===== src/rtl/config_arb_pkg.sv =====
// Shared definitions for the eFPGA configuration write arbiter: state encoding,
// owner encoding, word width and a counter-width helper.
package config_arb_pkg;

    localparam int WORD_W = 32;

    typedef enum logic [1:0] {
        ST_IDLE   = 2'd0,
        ST_ACTIVE = 2'd1,
        ST_GAP    = 2'd2
    } arb_state_t;

    localparam logic OWNER_FLASH = 1'b0;
    localparam logic OWNER_USB   = 1'b1;

    // Width able to hold 0..max_val; never narrower than one bit so a zero gap still elaborates.
    function automatic int cnt_width(input int max_val);
        return (max_val < 1) ? 1 : $clog2(max_val + 1);
    endfunction

endpackage


===== src/rtl/config_write_arbiter_if.sv =====
// Bus bundle between the two bitstream producers, the fabric config port and the arbiter.
// Optional word_count_o is present only when WORD_COUNT_EN is defined.
interface config_write_arbiter_if;
    import config_arb_pkg::*;

    // Handshake rule for both sources: a word moves on a cycle where valid && ready are
    // both high at the rising edge; ready never depends combinationally on valid.
    logic [WORD_W-1:0] flash_data_i;
    logic              flash_valid_i;
    logic              flash_last_i;
    logic              flash_ready_o;
    logic [WORD_W-1:0] usb_data_i;
    logic              usb_valid_i;
    logic              usb_last_i;
    logic              usb_ready_o;
    logic [WORD_W-1:0] write_data_o;
    logic              write_strobe_o;
    logic              busy_o;
    logic              owner_o;
    logic              timeout_o;
    arb_state_t        state_o;
`ifdef WORD_COUNT_EN
    logic [15:0]       word_count_o;

    modport slave (
        input  flash_data_i, flash_valid_i, flash_last_i,
        input  usb_data_i, usb_valid_i, usb_last_i,
        output flash_ready_o, usb_ready_o,
        output write_data_o, write_strobe_o, busy_o, owner_o, timeout_o, state_o,
        output word_count_o
    );

    modport master (
        output flash_data_i, flash_valid_i, flash_last_i,
        output usb_data_i, usb_valid_i, usb_last_i,
        input  flash_ready_o, usb_ready_o,
        input  write_data_o, write_strobe_o, busy_o, owner_o, timeout_o, state_o,
        input  word_count_o
    );
`else
    modport slave (
        input  flash_data_i, flash_valid_i, flash_last_i,
        input  usb_data_i, usb_valid_i, usb_last_i,
        output flash_ready_o, usb_ready_o,
        output write_data_o, write_strobe_o, busy_o, owner_o, timeout_o, state_o
    );

    modport master (
        output flash_data_i, flash_valid_i, flash_last_i,
        output usb_data_i, usb_valid_i, usb_last_i,
        input  flash_ready_o, usb_ready_o,
        input  write_data_o, write_strobe_o, busy_o, owner_o, timeout_o, state_o
    );
`endif

endinterface


===== src/rtl/config_arb_pacer.sv =====
// Strobe pacing down-counter and saturating owner-idle counter for the config write arbiter.
module config_arb_pacer
    import config_arb_pkg::*;
#(
    parameter int STROBE_GAP     = 2,
    parameter int TIMEOUT_CYCLES = 12000
) (
    input  logic clk_i,
    input  logic reset_n_i,
    input  logic gap_load,
    input  logic idle_inc,
    input  logic idle_clear,
    output logic gap_done,
    output logic timeout_hit
);

    localparam int GAP_W  = cnt_width(STROBE_GAP);
    localparam int IDLE_W = cnt_width(TIMEOUT_CYCLES);

    logic [GAP_W-1:0]  gap_cnt;
    logic [IDLE_W-1:0] idle_cnt;

    always_ff @(posedge clk_i) begin
        if (!reset_n_i) begin
            gap_cnt <= '0;
        end else if (gap_load) begin
            gap_cnt <= GAP_W'(STROBE_GAP);
        end else if (gap_cnt != '0) begin
            gap_cnt <= gap_cnt - GAP_W'(1);
        end
    end

    always_ff @(posedge clk_i) begin
        if (!reset_n_i) begin
            idle_cnt <= '0;
        end else if (idle_clear) begin
            idle_cnt <= '0;
        end else if (idle_inc && (idle_cnt != IDLE_W'(TIMEOUT_CYCLES))) begin
            idle_cnt <= idle_cnt + IDLE_W'(1);
        end
    end

    assign gap_done    = (gap_cnt == GAP_W'(1));
    // Fires on the idle cycle whose increment makes the count reach TIMEOUT_CYCLES.
    assign timeout_hit = idle_inc && (idle_cnt == IDLE_W'(TIMEOUT_CYCLES - 1));

endmodule


===== src/rtl/config_write_arbiter.sv =====
// Arbitrates the single eFPGA config write port between flash boot loader and USB path.
// Define WORD_COUNT_EN to add the per-session accepted word counter (word_count_o).
module config_write_arbiter
    import config_arb_pkg::*;
#(
    parameter int STROBE_GAP     = 2,
    parameter int TIMEOUT_CYCLES = 12000,
    parameter int FLASH_PRIORITY = 1
) (
    input  logic                  clk_i,
    input  logic                  reset_n_i,
    config_write_arbiter_if.slave bus
);

    localparam bit HAS_GAP = (STROBE_GAP > 0);

    arb_state_t        state_q, state_d;
    logic              owner_q;
    logic              last_q;
    logic              strobe_q;
    logic              timeout_q;
    logic [WORD_W-1:0] data_q;

    logic              sel_valid, sel_last;
    logic [WORD_W-1:0] sel_data;
    logic              hs, grant, grant_owner;
    logic              gap_done, timeout_hit;

    // The non-owner is invisible for the whole session: only the owner's lane is selected.
    assign sel_valid = (owner_q == OWNER_USB) ? bus.usb_valid_i : bus.flash_valid_i;
    assign sel_data  = (owner_q == OWNER_USB) ? bus.usb_data_i  : bus.flash_data_i;
    assign sel_last  = (owner_q == OWNER_USB) ? bus.usb_last_i  : bus.flash_last_i;

    assign hs    = (state_q == ST_ACTIVE) && sel_valid;
    assign grant = (state_q == ST_IDLE) && (bus.flash_valid_i || bus.usb_valid_i);

    always_comb begin
        grant_owner = OWNER_FLASH;
        if (bus.flash_valid_i && bus.usb_valid_i) begin
            grant_owner = (FLASH_PRIORITY != 0) ? OWNER_FLASH : OWNER_USB;
        end else if (bus.usb_valid_i) begin
            grant_owner = OWNER_USB;
        end
    end

    always_ff @(posedge clk_i) begin
        if (!reset_n_i) begin
            state_q <= ST_IDLE;
        end else begin
            state_q <= state_d;
        end
    end

    always_comb begin
        state_d = state_q;
        unique case (state_q)
            ST_IDLE: begin
                if (grant) state_d = ST_ACTIVE;
            end
            ST_ACTIVE: begin
                if (hs) begin
                    if (HAS_GAP)       state_d = ST_GAP;
                    else if (sel_last) state_d = ST_IDLE;
                end else if (timeout_hit) begin
                    state_d = ST_IDLE;
                end
            end
            ST_GAP: begin
                if (gap_done) state_d = last_q ? ST_IDLE : ST_ACTIVE;
            end
            default: state_d = ST_IDLE;
        endcase
    end

    always_ff @(posedge clk_i) begin
        if (!reset_n_i) begin
            owner_q   <= OWNER_FLASH;
            last_q    <= 1'b0;
            strobe_q  <= 1'b0;
            timeout_q <= 1'b0;
            data_q    <= '0;
        end else begin
            strobe_q  <= hs;
            timeout_q <= timeout_hit;
            if (grant) owner_q <= grant_owner;
            if (hs) begin
                data_q <= sel_data;
                last_q <= sel_last;
            end
        end
    end

    config_arb_pacer #(
        .STROBE_GAP     (STROBE_GAP),
        .TIMEOUT_CYCLES (TIMEOUT_CYCLES)
    ) u_pacer (
        .clk_i       (clk_i),
        .reset_n_i   (reset_n_i),
        .gap_load    (hs && HAS_GAP),
        .idle_inc    ((state_q == ST_ACTIVE) && !hs),
        .idle_clear  (hs || (state_q == ST_IDLE)),
        .gap_done    (gap_done),
        .timeout_hit (timeout_hit)
    );

`ifdef WORD_COUNT_EN
    logic [15:0] word_cnt_q;

    always_ff @(posedge clk_i) begin
        if (!reset_n_i) begin
            word_cnt_q <= '0;
        end else if (grant) begin
            word_cnt_q <= '0;
        end else if (hs && (word_cnt_q != 16'hFFFF)) begin
            word_cnt_q <= word_cnt_q + 16'd1;
        end
    end

    assign bus.word_count_o = word_cnt_q;
`endif

    // Readies decode from state and owner only.
    assign bus.flash_ready_o  = (state_q == ST_ACTIVE) && (owner_q == OWNER_FLASH);
    assign bus.usb_ready_o    = (state_q == ST_ACTIVE) && (owner_q == OWNER_USB);
    assign bus.write_data_o   = data_q;
    assign bus.write_strobe_o = strobe_q;
    assign bus.busy_o         = (state_q != ST_IDLE);
    assign bus.owner_o        = owner_q;
    assign bus.timeout_o      = timeout_q;
    assign bus.state_o        = state_q;

endmodule

===== src/flat_wrapper.sv =====
// flat-port wrapper written by rule: the top's interface ports become plain ports
module config_write_arbiter_flat import config_arb_pkg::*;
#(
    parameter int STROBE_GAP     = 2,
    parameter int TIMEOUT_CYCLES = 12000,
    parameter int FLASH_PRIORITY = 1
)
  (clk_i, reset_n_i, bus_flash_data_i, bus_flash_valid_i, bus_flash_last_i, bus_usb_data_i, bus_usb_valid_i, bus_usb_last_i, bus_flash_ready_o, bus_usb_ready_o, bus_write_data_o, bus_write_strobe_o, bus_busy_o, bus_owner_o, bus_timeout_o, bus_state_o);
  config_write_arbiter_if bus_i ();
  input  logic clk_i;
  input  logic reset_n_i;
  input wire logic [$bits(bus_i.flash_data_i)-1:0] bus_flash_data_i;
  input wire logic [$bits(bus_i.flash_valid_i)-1:0] bus_flash_valid_i;
  input wire logic [$bits(bus_i.flash_last_i)-1:0] bus_flash_last_i;
  input wire logic [$bits(bus_i.usb_data_i)-1:0] bus_usb_data_i;
  input wire logic [$bits(bus_i.usb_valid_i)-1:0] bus_usb_valid_i;
  input wire logic [$bits(bus_i.usb_last_i)-1:0] bus_usb_last_i;
  output wire logic [$bits(bus_i.flash_ready_o)-1:0] bus_flash_ready_o;
  output wire logic [$bits(bus_i.usb_ready_o)-1:0] bus_usb_ready_o;
  output wire logic [$bits(bus_i.write_data_o)-1:0] bus_write_data_o;
  output wire logic [$bits(bus_i.write_strobe_o)-1:0] bus_write_strobe_o;
  output wire logic [$bits(bus_i.busy_o)-1:0] bus_busy_o;
  output wire logic [$bits(bus_i.owner_o)-1:0] bus_owner_o;
  output wire logic [$bits(bus_i.timeout_o)-1:0] bus_timeout_o;
  output wire logic [$bits(bus_i.state_o)-1:0] bus_state_o;
  assign bus_i.flash_data_i = bus_flash_data_i;
  assign bus_i.flash_valid_i = bus_flash_valid_i;
  assign bus_i.flash_last_i = bus_flash_last_i;
  assign bus_i.usb_data_i = bus_usb_data_i;
  assign bus_i.usb_valid_i = bus_usb_valid_i;
  assign bus_i.usb_last_i = bus_usb_last_i;
  assign bus_flash_ready_o = bus_i.flash_ready_o;
  assign bus_usb_ready_o = bus_i.usb_ready_o;
  assign bus_write_data_o = bus_i.write_data_o;
  assign bus_write_strobe_o = bus_i.write_strobe_o;
  assign bus_busy_o = bus_i.busy_o;
  assign bus_owner_o = bus_i.owner_o;
  assign bus_timeout_o = bus_i.timeout_o;
  assign bus_state_o = bus_i.state_o;
  config_write_arbiter #(.STROBE_GAP(STROBE_GAP), .TIMEOUT_CYCLES(TIMEOUT_CYCLES), .FLASH_PRIORITY(FLASH_PRIORITY)) u_core (.clk_i(clk_i), .reset_n_i(reset_n_i), .bus(bus_i));
endmodule

===== config.mk =====
export PLATFORM = sky130hd
export DESIGN_NAME = config_write_arbiter_flat
export DESIGN_NICKNAME = d
export VERILOG_FILES = /design/src/rtl/config_arb_pkg.sv /design/src/rtl/config_write_arbiter_if.sv /design/src/rtl/config_arb_pacer.sv /design/src/rtl/config_write_arbiter.sv /design/src/flat_wrapper.sv
export SDC_FILE = /design/constraint.sdc
export NUM_CORES = 1
export LEC_CHECK = 0
export ABC_AREA = 1
export BUFFER_PORTS_ARGS = -buffer_cell sky130_fd_sc_hd__buf_2
export CAP_MARGIN = 15
export CELL_PAD_IN_SITES_DETAIL_PLACEMENT = 0
export CELL_PAD_IN_SITES_GLOBAL_PLACEMENT = 1
export CORE_UTILIZATION = 33
export DETAILED_ROUTE_END_ITERATION = 10
export GPL_TIMING_DRIVEN = 0
export PLACE_DENSITY = 0.89
export SYNTH_ARGS = -nofsm -noshare
export SYNTH_HDL_FRONTEND = slang
export SYNTH_SLANG_ARGS = --single-unit

===== constraint.sdc =====
create_clock -name clk_i -period 1.88 [get_ports clk_i]
set_input_delay 0.376 -clock clk_i [delete_from_list [all_inputs] [get_ports clk_i]]
set_output_delay 0.376 -clock clk_i [all_outputs]
set_load 0.01 [all_outputs]

* Word level (Yosys, flattened, before mapping)
Index checks and enable logic that the tools add are counted.
Storage, ports and cells: register bits 54, input bits 70, output and inout bits 40, logic and storage cells 52
Operators by class: add/subtract/negate cells 2, equal/unequal tests 8, mux-type cells 13, bitwise gates (word level) 2, reductions and logical operators 18
Operators by type and width (count):
- 32-bit 2-to-1 mux | 1
- 14-bit by 1-bit adder with 14-bit output (second input constant) | 1
- 14-bit == test (second input constant) | 1
- 14-bit != test (second input constant) | 1
- 2-bit 2-to-1 mux | 6
- 1-bit logical AND | 8
- 2-bit one-hot mux with 3 select lines | 1
- 2-bit nonzero test | 3
- 1-bit 2-to-1 mux | 5
- 2-bit by 1-bit == test with 1-bit output (second input constant) | 2
- 2-bit by 1-bit != test with 1-bit output (second input constant) | 2
- 2-bit OR reduction | 2
- 3-bit by 1-bit != test with 1-bit output (second input constant) | 1
- 3-bit AND reduction | 1
- 2-bit == test (second input constant) | 1
- 2-bit logical NOT | 1
- 1-bit logical OR | 2
- 1-bit inverter | 2
- 2-bit by 1-bit subtractor with 2-bit output (second input constant) | 1
- 1-bit logical NOT | 1

* Logic depth before layout (Yosys ltp)
Gate-level depths: netlist of the first run.
depth after elaboration 8, gate-level depth with buffers 10, mapped depth without buffers 9

* By module
From an unflattened synthesis of the first run, not the netlist that was laid out.
Unflattened totals: cells, all modules 518, area total of the unflattened synthesis 3041.7 um2
Modules (own cells, without submodules):
- config_write_arbiter | instances 1, cells an instance 357, area an instance 2033.2 um2, sequential area each 760.7 um2
- config_arb_pacer | instances 1, cells an instance 161, area an instance 1008.5 um2, sequential area each 320.3 um2

* Worst setup path before layout of the first run
OpenSTA, ideal clock, no wires.
path type flip-flop to output port, start point register u_core.owner_q, in the netlist u_core.bus.owner_o, end point output bus_usb_ready_o, arrival time 1.049 ns, required time 1.504 ns, path slack 0.455 ns, stages on the path, launching flop included 5, path buffers 2, path through dfxtp_1 > buf_6 > buf_2 > inv_1 > nor2_1
On the way: cells in the longest elaborated chain, start to end 1
Ends and longest elaborated chain:
- start: declaration | RTL line config_write_arbiter.sv:18 | logic owner_q;
- start signal: assignment | RTL line config_write_arbiter.sv:85 | if (grant) owner_q <= grant_owner;
- 1-bit logical AND | RTL line config_write_arbiter.sv:124 | assign bus.usb_ready_o = (state_q == ST_ACTIVE) && (owner_q == OWNER_USB);
- end: declaration | RTL line flat_wrapper.sv:19 | output wire logic [$bits(bus_i.usb_ready_o)-1:0] bus_usb_ready_o;
Every way passes these cells.

* Worst setup path in the final report of the first run
Same ends and word-level chain as after synthesis.

==> impl_metrics.tcl, run 1 <==
set metrics [dict create \
    ys_top_cells_by_area "dfxtp_1 (41%), nand2_1 (13%), mux2i_1 (12%), inv_1 (4.5%), o21ai_1 (4.2%)" \
    ant_nets 0 \
    ctsResizeCount 0 \
    p_int_mw 1.859 \
    remaining_drc_errors 0 \
    htreeDepth 2 \
    synth-seq-cells 54 \
    cts_root_buffer "clkbuf_8" \
    grt_max_degree 19 \
    whs_path_depth 2 \
    clock.fmax_mhz 621.4 \
    fin_setup_tns_ns 0 \
    min_period_over_period_pct 85.61 \
    hold_path_class "input port to flop" \
    synth_xor_xnor_area_share_pct 1.653 \
    r2r-start "u_core.u_pacer.idle_cnt[0]" \
    sw_frac_of_total_pct 28.99 \
    drv_cap 0 \
    cp-end-kind "primary output" \
    wl_per_cell_um 11.05 \
    setup_viol 0 \
    max-vdd-ir-drop_mv 0.3372 \
    period_needed_ns 1.609 \
    status "finished clean" \
    synth_adder_area_share_pct 0.9443 \
    hold_end "u_core.bus.owner_o" \
    synth_cell_type_count 25 \
    synth_area_leader_cell "dfxtp_1" \
    antenna_found_initial 0 \
    post-cts-setup-buffers 0 \
    finalWirelength_um 6233 \
    initial_core_util_pct 34.29 \
    cts-hold-fix-buffers 0 \
    combPwrFrac_pct 20.7 \
    via_count 2559 \
    seqPwrFrac_pct 47.9 \
    tightest_slew_ns 0.4651 \
    hold_violations 0 \
    synth.top_cell.area_share_pct 40.79 \
    die_h_um 91.61 \
    cp_max_fo 19 \
    viasPerCell 4.537 \
    power.net_switching_mw 0.7589 \
    path_cells "buf_6 > inv_1 > nor2_1 > buf_2" \
    reg2reg_slack_ns 0.30 \
    fp.dieArea_um2 8392 \
    crit_type "flop to primary output" \
    worst_ep_arrival_time_ns 1.23 \
    first_pass_iters 4 \
    die_x_um 91.61 \
    muxShareOfSynthArea_pct 12.46 \
    synth_compound_area_share_pct 11.66 \
    dp_hpwl_um 5011 \
    clkSinkCount 54 \
    worstRegToRegCells 8 \
    seq_area_frac_synth_pct 40.79 \
    drive_gt1_share_pct 32.90 \
    pwr-share-clk_pct 31.4 \
    gp_congestion 0.7785 \
    syn_inst 346 \
    crit_buf_inv 3 \
    grt_setup_unrepaired "no" \
    cpPeakStageDelay_ns 0.40 \
    dp_slack_ns 0.3548 \
    path_delay_family "buffers and inverters" \
    synth_top_family_by_area "simple AND/OR/NAND/NOR gates" \
    rows 32 \
    synth-simple-area-share_pct 23.32 \
    slowest_stage "dfxtp_1" \
    p_leak_nw 1.537 \
    diodes 0 \
    crit_required_ns 1.50 \
    clk_latency_ns 0.31 \
    max_slew_margin_pct 68.88 \
    hold_start "bus_flash_valid_i" \
    yosysWarnings 0 \
    synthToLayoutAreaGrowth_pct 29.65 \
    core_um2 7727 \
    worst_slack_ns 0.2706 \
    numPortBuffers 109 \
    clkTransAtPathRegs_ns 0.10 \
    first_iter_violations 88 \
    final_nets 533 \
    clk_path_buf_depth 2 \
    syn_nets 418 \
    grt_overflow 0 \
    cts_tree "yes" \
    grtUsageTotal_pct 15.46 \
    synth_area_um2 2650 \
    p_per_area_nw_per_um2 762.1 \
    grt_pass1_vias 2353 \
    grt_pass1_wl_um 10550 \
    skew_ns 0.01022 \
    r2r_end "u_core.bus.state_o[0]" \
    syn_area_per_cell_um2 7.659 \
    start_kind "flop" \
    drv_slew 0 \
    cts_buffers 5 \
    io_pins 110 \
]
-- state kept, by name, summed over array words and instances, names as in the netlist --
signal and count:
u_core.bus.state_o 2, u_core.u_pacer.gap_cnt 2, u_core.bus.write_strobe_o 1, u_core.bus.owner_o 1
u_core.bus.write_data_o 32, u_core.last_q 1, u_core.bus.timeout_o 1, u_core.u_pacer.idle_cnt 14
-- cell families after synthesis --
kind of cell / count (synthesis)
buffers and inverters: 50
multiplexers: 33
adder cells (fa/ha/maj): 2
AO/OA/AOI/OAI: 53
flip-flops: 54
XOR/XNOR: 5
AND/OR/NAND/NOR: 149
-- worst max path at each step --
stage,cells past startpoint,from,endpoint,slack [ns]
final,4,u_core.bus.owner_o,bus_usb_ready_o,0.27
after global routing,8,u_core.u_pacer.idle_cnt[0],u_core.bus.state_o[0],0.13
after CTS,5,u_core.bus.owner_o,bus_usb_ready_o,0.003
after detailed placement,8,u_core.u_pacer.idle_cnt[0],u_core.bus.state_o[0],0.35
after global placement,5,u_core.bus.owner_o,bus_usb_ready_o,0.36
after floorplan,4,u_core.bus.owner_o,bus_usb_ready_o,0.45
-- power groups by stage --
stage / Clock (mW) / Sequential [mW] / Combinational (mW)
2_1_floorplan: 0 / 1.31 / 0.307
3_5_place_dp: 0 / 1.28 / 0.555
6_report: 0.823 / 1.25 / 0.542
5_1_grt: 0.891 / 1.26 / 0.602
3_3_place_gp: 0 / 1.28 / 0.551
4_1_cts: 0.852 / 1.25 / 0.555
-- placed cells by master (no fill, tap or decap) --
cell        count
nor2_4          1
buf_2         116
buf_4           2
inv_1          32
inv_8           1
buf_6           5
nor3_1          4
mux2i_1        33
a211oi_1        1
inv_2           3
o21ai_0         7
dfxtp_1        54
nor2_2          2
xor2_1          4
o21ai_1        22
bufinv_16       1
a21oi_1        13
xnor2_1         1
nand2_2         4
nand3_2         1
clkbuf_8        5
nand3_1        10
nor2_1         28
nand4_1         5
nand2_1        94
o21ai_2         9
ha_1            2
clkinvlp_4      1
o22ai_2         1
-- metrics by stage --
| stage | hold slack (ns) | area (µm²) | util [%] | total power, mW | std cells |
|---|---|---|---|---|---|
| after floorplan | 0.4213 | 2650 | - | 1.615 | 346 |
| after global placement | 0.4308 | 3323 | 43.01 | 1.829 | 557 |
| after detailed placement | 0.4391 | 3323 | 43.01 | 1.834 | 557 |
| after CTS | 0.2510 | 3441 | 44.53 | 2.661 | 565 |
| after global routing | 0.2535 | 3436 | 44.46 | 2.757 | 564 |
| final | 0.2622 | 3436 | 44.46 | 2.618 | 564 |
-- per-layer routing --
layer	wire, µm	track usage, %
met1	2871	19.89
met2	2959	26.75
met3	363	3.317
met4	38	2.778
met5	0	0
-- area by class of cell --
| class | count | area (µm²) |
|---|---|---|
| Clock inverter | 3 | 48.80 |
| Sequential cell | 54 | 1081 |
| Tap cell | 102 | 127.6 |
| Clock buffer | 5 | 68.82 |
| Multi-Input combinational cell | 242 | 1326 |
| Timing Repair Buffer | 109 | 545.5 |
| Fill cell | 792 | 4292 |
| Buffer | 14 | 106.4 |
| Inverter | 35 | 131.4 |
-- worst reg2reg max path: stages (launching register included) --
cell,delay (ns)
dfxtp_1,0.40
ha_1,0.22
nand2_1,0.07
nor2_1,0.37
nand3_1,0.19
nand2_1,0.09
o21ai_0,0.07
nand2_1,0.06
inv_1,0.03
-- synth_stat cells --
| cell | number |
|---|---|
| a211oi_1 | 1 |
| a21oi_1 | 13 |
| buf_2 | 8 |
| buf_4 | 2 |
| buf_6 | 5 |
| dfxtp_1 | 54 |
| ha_1 | 2 |
| inv_1 | 32 |
| inv_2 | 3 |
| mux2i_1 | 33 |
| nand2_1 | 94 |
| nand2_2 | 4 |
| nand3_1 | 10 |
| nand3_2 | 1 |
| nand4_1 | 5 |
| nor2_1 | 28 |
| nor2_2 | 2 |
| nor2_4 | 1 |
| nor3_1 | 4 |
| o21ai_0 | 7 |
| o21ai_1 | 22 |
| o21ai_2 | 9 |
| o22ai_2 | 1 |
| xnor2_1 | 1 |
| xor2_1 | 4 |
No activity file was read; power rests on OpenSTA's default activity.
==> run 2: changes to the inputs <==
==> constraint.sdc (replaced) <==
create_clock -name clk_i -period 1.8 [get_ports clk_i]
set_input_delay 0.36 -clock clk_i [delete_from_list [all_inputs] [get_ports clk_i]]
set_output_delay 0.36 -clock clk_i [all_outputs]
set_load 0.01 [all_outputs]
==> run 2 against run 1 <==
- combinational power rose by 4.4%
- largest power group unchanged
- clock-buffer cell count unchanged
- routed wire length grew 0.43%
- power is 4.3% higher
==> impl_metrics.tcl, run 2 (synthesis results as in run 1) <==
set metrics [dict create \
    max-vdd-ir-drop_mv 0.3513 \
    path_cells "buf_6 > inv_1 > nor2_1 > buf_2" \
    grt_pass1_wl_um 10520 \
    io_pins 110 \
    fillers 792 \
    diodes 0 \
    ctsResizeCount 0 \
    min_period_over_period_pct 88.66 \
    drv_slew 0 \
    cts_tree "yes" \
    final_cells 564 \
    clk_path_buf_depth 2 \
    p_leak_nw 1.537 \
    initial_core_util_pct 34.29 \
    fp.dieArea_um2 8392 \
    cts_root_buffer "clkbuf_8" \
    rows 32 \
    viasPerCell 4.500 \
    clock.fmax_mhz 626.6 \
    synthToLayoutAreaGrowth_pct 29.65 \
    slowest_stage "dfxtp_1" \
    worst_ep_arrival_time_ns 1.24 \
    htreeDepth 2 \
    power.net_switching_mw 0.7887 \
    dp.cells 557 \
    start_kind "flop" \
    hold_violations 0 \
    setup_viol 0 \
    pwr-share-clk_pct 31.3 \
    seqPwrFrac_pct 48.0 \
    sw_frac_of_total_pct 28.88 \
    power_mw 2.731 \
    layout_common_cells "buf_2 (116), nand2_1 (94), dfxtp_1 (54)" \
    max_slew_margin_pct 68.97 \
    die_h_um 91.61 \
    wl_per_cell_um 11.10 \
    crit_required_ns 1.44 \
    p_int_mw 1.942 \
    clkTransAtPathRegs_ns 0.10 \
    die_x_um 91.61 \
    cts_buffers 5 \
    skew_ns 0.01039 \
    clkSinkCount 54 \
    crit_start "u_core.bus.owner_o" \
    core_um2 7727 \
    first_pass_iters 4 \
    hold_path_class "input port to flop" \
    remaining_drc_errors 0 \
    tightest_slew_ns 0.4637 \
    hold_start "bus_flash_valid_i" \
    largest_reg_flops 32 \
    ant_nets 0 \
    clk_latency_ns 0.31 \
    grt_overflow 0 \
    final_nets 533 \
    grtUsageTotal_pct 15.43 \
    cts-hold-fix-buffers 0 \
    fin_setup_tns_ns 0 \
    first_iter_violations 99 \
    antenna_found_initial 0 \
    combPwrFrac_pct 20.7 \
    finalWirelength_um 6260 \
    r2r-start "u_core.bus.owner_o" \
    final_common_cell "buf_2" \
    cp_max_fo 19 \
    grt_pass1_vias 2344 \
    status "finished clean" \
    via_count 2538 \
    grt_setup_unrepaired "no" \
    drv_cap 0 \
    numPortBuffers 109 \
    drive_gt1_share_pct 32.90 \
    worst_slack_ns 0.2041 \
    cpPeakStageDelay_ns 0.40 \
    cp-end-kind "primary output" \
    dp_slack_ns 0.2748 \
    grt_max_degree 20 \
    gp_congestion 0.7785 \
    period_needed_ns 1.596 \
    p_per_area_nw_per_um2 794.8 \
    crit_type "flop to primary output" \
    dp_hpwl_um 5011 \
]
[run 2: final timing paths]
check | slack (ns) | end | cells past startpoint
max | 0.20 | bus_usb_ready_o | 4
max reg2reg | 0.22 | u_core.u_pacer.idle_cnt[9] | 9
min reg2reg | 0.45 | u_core.u_pacer.gap_cnt[0] | 1
min | 0.25 | u_core.bus.owner_o | 2
[run 2: stage by stage]
stage | hold WS [ns] | cell area [µm²] | utilization (%)
floorplan | 0.4213 | 2650 | -
global placement | 0.4308 | 3323 | 43.01
detailed placement | 0.4391 | 3323 | 43.01
CTS | 0.2350 | 3436 | 44.46
global route | 0.2375 | 3436 | 44.46
finish | 0.2459 | 3436 | 44.46
[run 2: power groups by stage]
stage	sequential, mW	clock [mW]	combinational (mW)
finish	1.31	0.855	0.566
floorplan	1.37	0	0.320
CTS	1.31	0.890	0.577
detailed placement	1.34	0	0.580
global placement	1.33	0	0.575
global route	1.32	0.931	0.628
[run 2: what timing repair did]
item	4_1_cts	5_1_grt
endpoints found under the setup margin	1	0
hold endpoints to repair	0	0
setup buffers	0	0
[run 2: final cells by class]
cell class	count	area [µm²]	area share [%]
multi-input cells	242	1326	38.60
plain buffers	14	106.4	3.095
inverters	35	131.4	3.824
flip-flops and latches	54	1081	31.46
clock buffers	5	68.82	2.003
repair buffers	109	545.5	15.88
clock inverters	3	48.80	1.420
well taps	102	127.6	3.714
[run 2: metal layers]
metal	track usage (%)	wire (µm)
met2	27.19	3002
met1	19.43	2859
met4	2.778	38
met5	0	0
met3	3.317	359
[run 2: critical path, delay by kind of cell, from the launching register on]
kind | cells | cell delay [ns]
buf+inv | 3 | 0.44
flops | 1 | 0.40
simple gates | 1 | 0.09
